## config.mk

```make
export PLATFORM = sky130hd
export DESIGN_NAME = pipeline_ctrl
export DESIGN_NICKNAME = d
export VERILOG_FILES = /design/src/rtl/pipeline_ctrl.sv
export SDC_FILE = /design/constraint.sdc
export NUM_CORES = 1
export LEC_CHECK = 0
export BUFFER_PORTS_ARGS = -buffer_cell sky130_fd_sc_hd__buf_2
export CAP_MARGIN = 20
export CORE_ASPECT_RATIO = 1.2
export CORE_MARGIN = 2
export CORE_UTILIZATION = 49
export DETAILED_ROUTE_END_ITERATION = 7
export HOLD_SLACK_MARGIN = 0.06
export PLACE_DENSITY = 0.82
export SYNTH_ARGS = -nofsm -noshare
export SYNTH_HDL_FRONTEND = slang
export SYNTH_SLANG_ARGS = --single-unit
```

## constraint.sdc

```tcl
create_clock -name clk -period 2.1 [get_ports clk]
set_clock_uncertainty 0.2 [all_clocks]
set_input_delay 0.105 -clock clk [delete_from_list [all_inputs] [get_ports clk]]
set_output_delay 0.105 -clock clk [all_outputs]
set_load 0.02 [all_outputs]
```

## src/rtl/pipeline_ctrl.sv

```systemverilog
`default_nettype none
// ============================================================================
//  Module   : pipeline_ctrl
//  Purpose  : Hazard / stall / flush controller for a five-stage pipeline.
//             Combinational enables and flushes from the current inputs and
//             the registered state, plus saturating stall and redirect
//             counters.
//  Revision : 1.0  initial release
// ============================================================================
module pipeline_ctrl (
    input  logic        clk,
    input  logic        rst_n,
    input  logic        stallD,
    input  logic        cannot_predictD,
    input  logic [1:0]  jump_codeD,
    input  logic        mispredictE,
    input  logic        imem_ready,
    input  logic        dmem_busy,
    output logic        enF,
    output logic        enD,
    output logic        enE,
    output logic        flushD,
    output logic        flushE,
    output logic        pc_redirect,
    output logic [2:0]  state,
    output logic [31:0] stall_cnt,
    output logic [31:0] redirect_cnt
);

    localparam logic [2:0] RUN       = 3'd0;
    localparam logic [2:0] LDSTALL   = 3'd1;
    localparam logic [2:0] PRED_WAIT = 3'd2;
    localparam logic [2:0] REDIRECT  = 3'd3;
    localparam logic [2:0] MEM_WAIT  = 3'd4;

    localparam logic [31:0] CNT_MAX  = 32'hFFFF_FFFF;

    logic [2:0] next_state;
    logic       take_redirect;
    logic       branch_class;

    // Only branch (01) and jalr (11) need operands in D; bit 0 marks both.
    assign branch_class = jump_codeD[0];

    // Priority decode of pipeline enables, flushes and the next state.
    always_comb begin
        enF           = 1'b1;
        enD           = 1'b1;
        enE           = 1'b1;
        flushD        = 1'b0;
        flushE        = 1'b0;
        pc_redirect   = 1'b0;
        take_redirect = 1'b0;
        next_state    = RUN;
        if (!rst_n) begin
            // Keep the pipe moving but fill it with bubbles while in reset.
            flushD     = 1'b1;
            flushE     = 1'b1;
        end else if (dmem_busy) begin
            // Freeze everything; a pending mispredict is re-seen afterwards.
            enF        = 1'b0;
            enD        = 1'b0;
            enE        = 1'b0;
            next_state = MEM_WAIT;
        end else if (mispredictE) begin
            flushD        = 1'b1;
            flushE        = 1'b1;
            pc_redirect   = 1'b1;
            take_redirect = 1'b1;
            next_state    = REDIRECT;
        end else if (state == REDIRECT) begin
            // D holds the bubble just injected, so D-stage hazards are moot.
            if (!imem_ready) begin
                enF    = 1'b0;
                flushD = 1'b1;
            end
            next_state = RUN;
        end else if (stallD) begin
            enF        = 1'b0;
            enD        = 1'b0;
            flushE     = 1'b1;
            next_state = LDSTALL;
        end else if (cannot_predictD && branch_class) begin
            enF        = 1'b0;
            enD        = 1'b0;
            flushE     = 1'b1;
            next_state = PRED_WAIT;
        end else if (!imem_ready) begin
            enF        = 1'b0;
            flushD     = 1'b1;
            next_state = RUN;
        end
    end

    // State register and saturating event counters.
    always_ff @(posedge clk) begin
        if (!rst_n) begin
            state        <= RUN;
            stall_cnt    <= 32'd0;
            redirect_cnt <= 32'd0;
        end else begin
            state <= next_state;
            if (!enF && stall_cnt != CNT_MAX) begin
                stall_cnt <= stall_cnt + 32'd1;
            end
            if (take_redirect && redirect_cnt != CNT_MAX) begin
                redirect_cnt <= redirect_cnt + 32'd1;
            end
        end
    end

endmodule
`default_nettype wire
```

; Yosys cells after proc, flatten, opt, wreduce, memory -nomap -nowiden
; Index checks and enable logic that the tools add are counted.
[totals]
in_bits = 9
out_inout_bits = 73
word_cells = 51
reg_bits = 67
[op_classes]
add_sub_neg = 2
n_reduce_logical = 5
eq_ne = 3
bitwise = 1
mux = 36
[op_table]
columns = cell, n
row1 = 32-bit by 1-bit adder with 32-bit output (second input constant), 2
row2 = 32-bit != test (second input constant), 2
row3 = 1-bit 2-to-1 mux, 31
row4 = 2-bit 2-to-1 mux, 4
row5 = 3-bit by 2-bit equality test with 1-bit output (second input constant), 1
row6 = 1-bit logical AND, 3
row7 = 3-bit 2-to-1 mux, 1
row8 = 2-bit OR reduction, 1
row9 = 1-bit logical NOT, 1
row10 = 1-bit NOT, 1

; Longest topological paths before layout
; Gate-level depths: netlist of the first run.
[depth]
ltp_word = 9
mapped_depth = 8

; Worst setup path after synthesis of the first run
; No wires, ideal clock.
[synth_timing]
path_kind = register to register
start = register stall_cnt[0]
end = register stall_cnt[4]
period_less_slack_ps = 2397
path_stages_with_launch = 9
t_arrival_ps = 2096
setup_time_ps = 101
slack_ps = -297
path_cell_list = dfxtp_1 -> ha_1 -> nand3_2 -> or4_4 -> nor3_4 -> buf_6 -> buf_6 -> o311ai_0 -> o41ai_1
[synth_via]
elab_chain_cells = 2
elab_cells_between_ends = 3
classes_between = add/sub (1) / eq/ne (1) / reduce/logical (1)
[synth_rtl]
columns = item, line
row1 = "start, declared", 26  ; output logic [31:0] stall_cnt,
row2 = "start signal, assigned", 104  ; stall_cnt <= stall_cnt + 32'd1;
row3 = "parallel branches: the longest is 2 deep, another holds 32-bit by 1-bit adder with 32-bit output", -
; Several ways; the timed one is not identified.
; A chain may end at the register's enable or synchronous reset.

; Worst setup path in the final report of the first run
[layout_timing]
start = register stall_cnt[14]
end = register stall_cnt[11]
[layout_via]
elab_chain_cells = 2
[layout_rtl]
columns = item, line
row1 = 32-bit != test, 103  ; if (!enF && stall_cnt != CNT_MAX) begin
row2 = 1-bit logical AND, 103
; Every way passes these cells.

==> results by group, run 1 <==
Run status
  • Status: finished, violations left
  • Violated checks: negative setup slack

Pwr
  • Clock share of power: 42.1%
  • Pint: 1.91 mW
  • Net switching power: 0.722 mW
  • Static leakage: 2.17 nW
  • Gate power share: approximately 8.9%
  • Sequential fraction of design power: 49.0%
  • Pwr/cell area: between 400 and 500 nW/um^2
  • Max rail drop VDD: 481 uV
  • Power Total: 2.63 mW
  • Sw frac: 27.4%

Synth
  • Post-synthesis cell count: 408
  • Top cells by area, synth: dfxtp_1 38%, o31ai_1 6.4%, a21oi_1 5.5%
  • Post-Syn Area: between 3000 and 4000 um^2
  • Yosys top cell by area: dfxtp_1
  • Syn. warnings: 0
  • Mean post-synth cell area: 8.69 um^2
  • Netlist cell types: 52
  • Async S/R FF share, synth: 0%
  • Sequential area share after synthesis: 37.8%
  • Cell with the most instances after synthesis: dfxtp_1
  • Syn nets: 419
  • Yosys reg bits: between 60 and 70
  • Top cells by count, synth: 67 x dfxtp_1, 39 x a21oi_1, 32 x nand2_1
  • EDFF count, synth: 0
  • Top FF cell, synth: dfxtp_1
  • Synth top area share: 37.8%

Detailed routing
  • Via count: 4,260
  • DR pass1 iterations: 7
  • Starting DRT DRC Count: 263
  • WL per Instance: around 19 um
  • DR DRC count: 0
  • Final ANT Viol Nets: 0
  • Via/cell ratio: between 6 and 7
  • Total Wirelength: ~13,000 um

Global route
  • First-pass GRT wire length: 17,900 um
  • Largest net degree at the start of global routing: 36
  • All-Layer GR Usage: 28.4%
  • GRT overflow: 0
  • Via count of the first global-routing pass: 3,829
  • Initial antenna violation count: 0

Place
  • Placed Instance Area: 4520 um^2
  • Port bufs: 80
  • Detailed Place HPWL: roughly 7000 um
  • GP Congestion: 0.844
  • Post-placement cell count: 616
  • Placement Setup Slack: -0.0542 ns

Timing
  • Final hold viol count: 0
  • RSZ-0062 raised after global routing: true
  • Final min period: 2.32 ns
  • Relative max-transition margin: a little over two thirds
  • Worst Max-Slew Pin Slew: 0.448 ns
  • Setup TNS: -4.45 ns
  • WHS: 0.0746 ns
  • Final Cycle Share: 110%
  • # setup viols final: 33
  • Final WS setup: -0.218 ns
  • Final Max Slew Viols: 0
  • Maximum clock rate: 431 MHz

Layout
  • NumNets Final: 586
  • Layout cell share with drive strength beyond 1: 50.3%
  • Post-Layout Cell Count: 667
  • Diode count: 0
  • Final instance area: about 5400 um^2
  • Util after Layout: between 70% and 80%
  • Area growth syn-to-layout: 52.7%
  • Seq. cell area: 1400 um^2
  • Fillers: 440
  • Multi-input gate area: 2420 um^2

Floorplanning
  • Starting Density: 51.1%
  • IO Pins: 82
  • Die height: between 90 and 100 um
  • Die X-Extent: 81.6 um
  • Core area: 6940 um^2
  • Rows: 33
  • Die Area: 7930 um^2

Setup path
  • Critical Path RT: between 2 and 2.5 ns
  • CP top delay family: simple AND/OR/NAND/NOR gates
  • Worst stage delay on the critical path: 0.52 ns
  • CP Max Fanout: 7
  • Crit path buffers/inverters: 3
  • Critical-path cell list: nand4_1, buf_6, or4_4, nor3_4, buf_6, buf_12, nor4_4, mux2i_1
  • Reg-to-reg setup timing slack: -0.22 ns
  • Worst EP arrival: 2.40 ns
  • Critical path class: flip-flop to flip-flop
  • Slowest CP cell: or4_4
  • Crit. End Element: flip-flop
  • Stages on the worst setup path: 8
  • Crit path top cell by count: buf_6
  • Startpoint Class: flip-flop
  • Reg2Reg Depth: 8

CTS
  • Clk buf depth: 2
  • CTS Root Cell: clkbuf_8
  • Clock transition at the registers of the reported paths: 0.09 ns
  • H-Tree Depth: 3
  • Clk sinks: 67
  • CTS tree: done
  • CTS Buf Count: 9
  • Clk_lat worst skew: 0.36 ns

Hold path
  • Hold path cells: 4
  • Min-delay worst type: primary input to flip-flop

Flow run
  • Max-Cap Viols: 0
-- sequential cells by signal, summed over array words and instances, names as in the netlist --
signal / flops
redirect_cnt: 32
stall_cnt: 32
state: 3
-- power groups by stage --
| stage | clock network, mW | registers (mW) | logic (mW) |
|---|---|---|---|
| after global placement | 0 | 1.32 | 0.168 |
| final | 1.11 | 1.29 | 0.234 |
| after floorplan | 0 | 1.34 | 0.0854 |
| after CTS | 1.09 | 1.29 | 0.204 |
| after detailed placement | 0 | 1.32 | 0.171 |
| after global routing | 1.17 | 1.29 | 0.247 |
-- area by class of cell --
cell class / instances / share of cell area, %
clock buffers: 9 / 2.29
clock inverters: 7 / 1.22
inverters: 10 / 0.693
multi-input cells: 308 / 44.7
flip-flops and latches: 67 / 25.9
well taps: 87 / 2.01
repair buffers: 179 / 23.2
-- placed cells by master (no fill, tap or decap), types with 3 or more instances in the layout --
master         netlist  routed
o31a_1               3       3
nor4_4               1       4
nor2_1              10       9
o21ai_0             14      13
buf_4                2      77
o311ai_1             0       5
or4_4                1       9
buf_12               0       4
buf_2                4      80
a21oi_2              0      13
clkinv_2             0       3
a21oi_1             39      26
nand2_1             32      32
dlygate4sd3_1        0       5
dfxtp_2              0      22
clkbuf_8             0       9
or3_1               13       9
and4_1               9       6
nand3_1             24      17
dfxtp_1             67      36
o41ai_1             11       8
nand2b_1             9       9
o211ai_1             7       7
o31ai_1             30      26
dfxtp_4              0       9
o31ai_2              0       3
mux2i_1             11      11
and3_1               6       6
o41ai_2              0       3
nand3_4              1       3
buf_6                2      13
or4_1               21      15
and4_4               0       3
inv_1                9       9
nand3_2              3       8
or3_4                0       5
nand4_1             19      19
-- routing by layer --
metal  wire, um  part of all wire, %  vias to the layer above  GRT usage, %
met4        545                  4.2                        0          12.7
met1       5070                   39                     2064          33.4
li1           -                    -                     1947             -
met3        667                  5.2                       53          6.04
met2       6590                   51                      196          48.4
met5          0                    0                        -             0
-- worst register-to-register path, stage by stage, from the launching register on --
cell and delay, ns:
dfxtp_2 0.37, nand4_1 0.16, buf_6 0.17, or4_4 0.52, nor3_4 0.27, buf_6 0.17, buf_12 0.15, nor4_4 0.06
mux2i_1 0.18
-- final timing paths --
path,startpoint,end
worst max-delay path,stall_cnt[14],stall_cnt[11]
worst min-delay path,rst_n,stall_cnt[13]
worst max register to register,stall_cnt[14],stall_cnt[11]
worst min register to register,stall_cnt[13],stall_cnt[13]
-- repair_timing --
item / in CTS / in global routing
endpoints found under the hold margin: 3 / 0
pin swaps: 14 / 43
gates cloned: 2 / 2
setup endpoints to repair: 34 / 53
hold buffers: 5 / 0
resized for setup: 27 / 79
setup buffers: 14 / 17
-- kinds of logic after synthesis --
logic type,synth area share [%]
simple gates,31.5
fa+ha+maj,0.706
compound gates,22.2
flops,37.8
buf+inv,4.38
mux,3.11
xor+xnor,0.247
(Power assumes the default switching activity.)
==> inputs of run 2 (changes only) <==
--- a/config.mk
+++ b/config.mk
@@ -8,7 +8,7 @@
 export BUFFER_PORTS_ARGS = -buffer_cell sky130_fd_sc_hd__buf_2
 export CAP_MARGIN = 20
 export CORE_ASPECT_RATIO = 1.2
-export CORE_MARGIN = 2
+export CORE_MARGIN = 4
 export CORE_UTILIZATION = 49
 export DETAILED_ROUTE_END_ITERATION = 7
 export HOLD_SLACK_MARGIN = 0.06
==> results by group, run 2 (synthesis results as in run 1) <==
Run status
  • Status: finished, violations left (unchanged)
  • Violated checks: negative setup slack (unchanged)

CTS
  • CTS Buf Count: 9 (unchanged)
  • Clk_lat worst skew: 0.36 ns (about the same)
  • Clock transition at the registers of the reported paths: 0.08 ns (was 0.09 ns)
  • Clk sinks: 67 (unchanged)
  • Clk buf depth: 2 (unchanged)
  • H-Tree Depth: 3 (unchanged)
  • CTS Root Cell: clkbuf_8 (unchanged)
  • CTS tree: done (unchanged)

Timing
  • Worst Max-Slew Pin Slew: 0.518 ns (was 0.448 ns)
  • Maximum clock rate: 452 MHz (was 431 MHz)
  • Final min period: 2.21 ns (was 2.32 ns)
  • Relative max-transition margin: 65.5% (was 70.1%)
  • Final Max Slew Viols: 0 (unchanged)
  • Final WS setup: -0.114 ns (was -0.218 ns)
  • Final hold viol count: 0 (unchanged)
  • Final Cycle Share: 105% (was 110%)
  • Setup TNS: -1.91 ns (was -4.45 ns)
  • RSZ-0062 raised after global routing: true (unchanged)
  • WHS: 0.136 ns (was 0.0746 ns)
  • # setup viols final: 27 (was 33)

Setup path
  • Critical path class: flip-flop to flip-flop (unchanged)
  • Reg2Reg Depth: 6 (was 8)
  • RR Startpoint: stall_cnt[1] (was stall_cnt[14])
  • Reg-to-reg setup timing slack: -0.11 ns (was -0.22 ns)
  • RR Endpoint: stall_cnt[19] (was stall_cnt[11])
  • Critical Path RT: 2.12 ns (was 2.18 ns)
  • Crit. End Element: flip-flop (unchanged)
  • CP Max Fanout: 4 (was 7)
  • Worst EP arrival: 2.23 ns (was 2.40 ns)
  • Startpoint Class: flip-flop (unchanged)

Global route
  • Via count of the first global-routing pass: 3,836 (was 3,829)
  • GRT overflow: 0 (unchanged)
  • Initial antenna violation count: 0 (unchanged)
  • First-pass GRT wire length: 17,200 um (was 17,900 um)
  • Largest net degree at the start of global routing: 39 (was 36)
  • All-Layer GR Usage: 24.3% (was 28.4%)

Layout
  • Commonest cells after routing, fill and taps aside: 83 x buf_4, 81 x buf_2, 37 x dfxtp_1 (was 80 x buf_2, 77 x buf_4, 36 x dfxtp_1)
  • Biggest regs: redirect_cnt (32), stall_cnt (32), state (3) (unchanged)
  • Fillers: 451 (was 440)
  • Layout cell share with drive strength beyond 1: 47.7% (was 50.3%)
  • Commonest non-fill, non-tap cell in the layout: buf_4 (was buf_2)
  • Area growth syn-to-layout: 48.9% (was 52.7%)
  • Diode count: 0 (unchanged)
  • Post-Layout Cell Count: 666 (was 667)
  • NumNets Final: 585 (was 586)

Detailed routing
  • Starting DRT DRC Count: 343 (was 263)
  • Via count: 4,263 (was 4,260)
  • DR DRC count: 0 (unchanged)
  • DR pass1 iterations: 5 (was 7)
  • WL per Instance: 18.5 um (was 19.3 um)
  • Via/cell ratio: 6.40 (was 6.39)
  • Total Wirelength: 12,300 um (was 12,900 um)
  • Final ANT Viol Nets: 0 (unchanged)

Floorplanning
  • Rows: 33 (unchanged)
  • IO Pins: 82 (unchanged)
  • Die height: 101 um (was 97.2 um)
  • Core area: 6940 um^2 (unchanged)
  • Starting Density: 51.1% (unchanged)
  • Die X-Extent: 85.6 um (was 81.6 um)
  • Die Area: 8660 um^2 (was 7930 um^2)

Pwr
  • Static leakage: 2.13 nW (was 2.17 nW)
  • Max rail drop VDD: 459 uV (was 481 uV)
  • Pwr/cell area: 484 nW/um^2 (was 487 nW/um^2)
  • Power Total: 2.55 mW (was 2.63 mW)

Place
  • Post-placement cell count: 621 (was 616)
  • GP Congestion: 0.843 (was 0.844)
  • Detailed Place HPWL: 7140 um (was 7000 um)
  • Port bufs: 80 (unchanged)

Flow run
  • Max-Cap Viols: 0 (unchanged)

Hold path
  • Hold path cells: 5 (was 4)
  • Worst hold start: rst_n (unchanged)
  • Min-delay worst type: primary input to flip-flop (unchanged)
  • Worst hold endpoint: stall_cnt[7] (was stall_cnt[13])
==> run 2: repair_timing <==
item / CTS / global route
buffers inserted: 9 / 12
gates cloned: 1 / 4
hold endpoints to repair: 3 / 0
pin swaps: 8 / 20
setup endpoints to repair: 30 / 58
hold buffers: 4 / 0
gates resized for setup: 7 / 54
==> run 2: worst max path at each step <==
stage	from	end	slack, ns
2_1_floorplan	stall_cnt[1]	stall_cnt[4]	-0.04
3_3_place_gp	stall_cnt[1]	stall_cnt[23]	0.003
3_5_place_dp	stall_cnt[1]	stall_cnt[30]	-0.06
4_1_cts	stall_cnt[1]	stall_cnt[5]	-0.03
5_1_grt	stall_cnt[1]	stall_cnt[7]	-0.18
6_report	stall_cnt[1]	stall_cnt[19]	-0.11
==> run 2: per-stage QoR <==
| stage | utilization [%] | setup WS [ns] | instance area, um^2 |
|---|---|---|---|
| 2_1_floorplan | - | -0.0408 | 3630 |
| 3_3_place_gp | 65.9 | 0.00334 | 4570 |
| 3_5_place_dp | 65.9 | -0.0636 | 4570 |
| 4_1_cts | 70.8 | -0.0342 | 4910 |
| 5_1_grt | 76.1 | -0.178 | 5280 |
| 6_report | 76.1 | -0.114 | 5280 |
==> run 2: where the power goes <==
| group | total [mW] | switching, mW | internal [mW] |
|---|---|---|---|
| clock | 1.04 | 0.515 | 0.527 |
| sequential | 1.29 | 0.0140 | 1.27 |
| combinational | 0.223 | 0.140 | 0.0835 |
| total | 2.55 | 0.668 | 1.88 |
==> run 2: worst max-delay path: stages (launching register included) <==
cell	delay, ns
dfxtp_4	0.38
ha_4	0.14
nand3_4	0.08
or4_4	0.59
o311ai_1	0.44
or3_1	0.18
a21oi_1	0.07
==> run 2: final cells by class <==
class                           instances  area (um^2)  share of cell area [%]
Clock buffer                           12          166                    3.15
Sequential cell                        67         1410                    26.7
Inverter                               10         37.5                   0.711
Multi-Input combinational cell        307         2280                    43.2
Clock inverter                          4         22.5                   0.427
Timing Repair Buffer                  179         1250                    23.8
Tap cell                               87          109                    2.06
==> run 2: metal layers <==
layer | part of all wire [%] | GRT usage, % | vias up | wire, um
met2 | 52 | 45.0 | 215 | 6360
met5 | 0 | 0 | - | 0
li1 | - | - | 1945 | -
met1 | 38 | 27.5 | 2053 | 4700
met3 | 6.3 | 4.48 | 50 | 773
met4 | 3.8 | 9.14 | 0 | 466
==> inputs of run 3 (changes only) <==
--- a/config.mk
+++ b/config.mk
@@ -7,7 +7,6 @@
 export LEC_CHECK = 0
 export BUFFER_PORTS_ARGS = -buffer_cell sky130_fd_sc_hd__buf_2
 export CAP_MARGIN = 20
-export CORE_ASPECT_RATIO = 1.2
 export CORE_MARGIN = 4
 export CORE_UTILIZATION = 49
 export DETAILED_ROUTE_END_ITERATION = 7
==> results by group, run 3 (synthesis results as in run 1) <==
Run status
  • Status: finished, violations left (unchanged)
  • Violated checks: negative setup slack (unchanged)

Floorplanning
  • Die Area: 8660 um^2 (about the same)
  • Starting Density: 51.3% (was 51.1%)
  • Die height: 93.1 um (was 101 um)
  • IO Pins: 82 (unchanged)
  • Rows: 30 (was 33)
  • Core area: 6910 um^2 (was 6940 um^2)
  • Die X-Extent: 93.1 um (was 85.6 um)

Timing
  • Maximum clock rate: 445 MHz (was 452 MHz)
  • Final Max Slew Viols: 0 (unchanged)
  • Final WS setup: -0.146 ns (was -0.114 ns)
  • Final Cycle Share: 107% (was 105%)
  • Final hold viol count: 0 (unchanged)
  • RSZ-0062 raised after global routing: true (unchanged)
  • WHS: 0.110 ns (was 0.136 ns)
  • Final min period: 2.25 ns (was 2.21 ns)
  • Relative max-transition margin: 63.2% (was 65.5%)
  • # setup viols final: 29 (was 27)
  • Worst Max-Slew Pin Slew: 0.552 ns (was 0.518 ns)

Layout
  • Post-Layout Cell Count: 680 (was 666)
  • Final instance area: 5520 um^2 (was 5280 um^2)
  • Commonest non-fill, non-tap cell in the layout: buf_2 (was buf_4)
  • Commonest cells after routing, fill and taps aside: 82 x buf_2, 77 x buf_4, 36 x dfxtp_1 (was 83 x buf_4, 81 x buf_2, 37 x dfxtp_1)
  • Layout cell share with drive strength beyond 1: 51.7% (was 47.7%)
  • Diode count: 0 (unchanged)
  • Biggest regs: redirect_cnt (32), stall_cnt (32), state (3) (unchanged)
  • Area growth syn-to-layout: 55.8% (was 48.9%)
  • NumNets Final: 590 (was 585)

Setup path
  • Startpoint Class: flip-flop (unchanged)
  • Slowest CP cell: or4_4 (unchanged)
  • CP top delay family: simple AND/OR/NAND/NOR gates (unchanged)
  • Worst EP arrival: 2.30 ns (was 2.23 ns)
  • CP Max Fanout: 8 (was 4)
  • Critical path class: flip-flop to flip-flop (unchanged)
  • Crit path buffers/inverters: 2 (was 0)
  • Reg-to-reg setup timing slack: -0.15 ns (was -0.11 ns)
  • Critical Path RT: 2.15 ns (was 2.12 ns)
  • Critical-path cell list: ha_4, nand3_4, or4_4, nor3_4, buf_6, buf_12, o311ai_0, o41ai_1 (was ha_4, nand3_4, or4_4, o311ai_1, or3_1, a21oi_1)
  • Crit. End Element: flip-flop (unchanged)
  • Worst stage delay on the critical path: 0.54 ns (was 0.59 ns)

Global route
  • Largest net degree at the start of global routing: 40 (was 39)
  • All-Layer GR Usage: 26.8% (was 24.3%)
  • Via count of the first global-routing pass: 4,025 (was 3,836)
  • GRT overflow: 0 (unchanged)
  • Initial antenna violation count: 0 (unchanged)
  • First-pass GRT wire length: 19,000 um (was 17,200 um)

Detailed routing
  • Via count: 4,373 (was 4,263)
  • DR pass1 iterations: 6 (was 5)
  • DR DRC count: 0 (unchanged)
  • Starting DRT DRC Count: 376 (was 343)
  • Via/cell ratio: 6.43 (was 6.40)
  • WL per Instance: 19.8 um (was 18.5 um)
  • Total Wirelength: 13,500 um (was 12,300 um)
  • Final ANT Viol Nets: 0 (unchanged)

CTS
  • H-Tree Depth: 3 (unchanged)
  • Clk buf depth: 2 (unchanged)
  • Clk sinks: 67 (unchanged)
  • CTS Root Cell: clkbuf_8 (unchanged)
  • CTS Buf Count: 9 (unchanged)
  • Clock transition at the registers of the reported paths: 0.07 ns (was 0.08 ns)
  • CTS tree: done (unchanged)
  • Clk_lat worst skew: 0.36 ns (about the same)

Pwr
  • Pwr/cell area: 486 nW/um^2 (was 484 nW/um^2)
  • Static leakage: 2.17 nW (was 2.13 nW)
  • Max rail drop VDD: 407 uV (was 459 uV)

Place
  • Placed Instance Area: 4510 um^2 (was 4570 um^2)
  • GP Congestion: 0.874 (was 0.843)
  • Port bufs: 80 (unchanged)
  • Post-placement cell count: 624 (was 621)
  • Detailed Place HPWL: 7150 um (was 7140 um)

Hold path
  • Min-delay worst type: primary input to flip-flop (unchanged)

Flow run
  • Max-Cap Viols: 0 (unchanged)
[run 3: changes by cell type in the layout (fill, tap and decap cells not counted), sizes merged]
cell      change
clkinv        -2
buf           +5
clkinvlp      -1
or3           +1
inv           +1
clkbuf        +1
[run 3: area by class of cell]
type                            count  area, um^2
Fill cell                         454        1390
Tap cell                           96         120
Timing Repair Buffer              183        1300
Clock buffer                       14         205
Multi-Input combinational cell    308        2440
Sequential cell                    67        1410
Clock inverter                      2        11.3
Inverter                           10        37.5
[run 3: power by group]
part	internal, mW	leakage [nW]	total (mW)	switching [mW]
combinational	0.0855	1.50	0.229	0.144
clock	0.637	0.113	1.17	0.534
sequential	1.27	0.560	1.28	0.0125
total	1.99	2.17	2.69	0.690
[run 3: worst register-to-register path: cells and delay by family (launching register included)]
family	cells	cell delay, ns
AOI/OAI and AO/OA	2	0.30
adders and majority gates	1	0.14
buffers and inverters	2	0.28
and+or+nand+nor	3	0.84
DFF	1	0.37
[run 3: repair_timing]
action | in CTS | in global routing
setup endpoints to repair | 30 | 59
cloned | 2 | 4
gates resized for setup | 42 | 71
hold buffers | 4 | 0
hold endpoints to repair | 3 | 0
buffers inserted | 24 | 8
pin swaps | 25 | 36
[run 3: through the flow]
step	total power, mW	setup TNS [ns]	setup WS (ns)	utilization, %
floorplan	1.42	-0.132	-0.0408	-
detailed placement	1.49	-1.05	-0.112	65.3
global route	2.76	-8.04	-0.312	79.9
global placement	1.49	-0.0189	-0.00805	65.3
CTS	2.64	-0.214	-0.0307	74.3
finish	2.69	-1.68	-0.146	79.9
[run 3: path summary, 6_finish.rpt]
| kind | startpoint | cells past startpoint | end |
|---|---|---|---|
| worst min register to register | stall_cnt[6] | 1 | stall_cnt[6] |
| worst max-delay path | stall_cnt[1] | 8 | stall_cnt[3] |
| worst min-delay path | rst_n | 5 | stall_cnt[7] |
| worst max register to register | stall_cnt[1] | 8 | stall_cnt[3] |
[run 3: per-layer routing]
layer / GRT usage (%) / routed length [um] / vias to the layer above
met5: 0 / 0 / -
met4: 14.2 / 713 / 0
met3: 4.67 / 1010 / 72
met2: 45.2 / 6510 / 271
met1: 32.6 / 5220 / 2064
li1: - / - / 1966
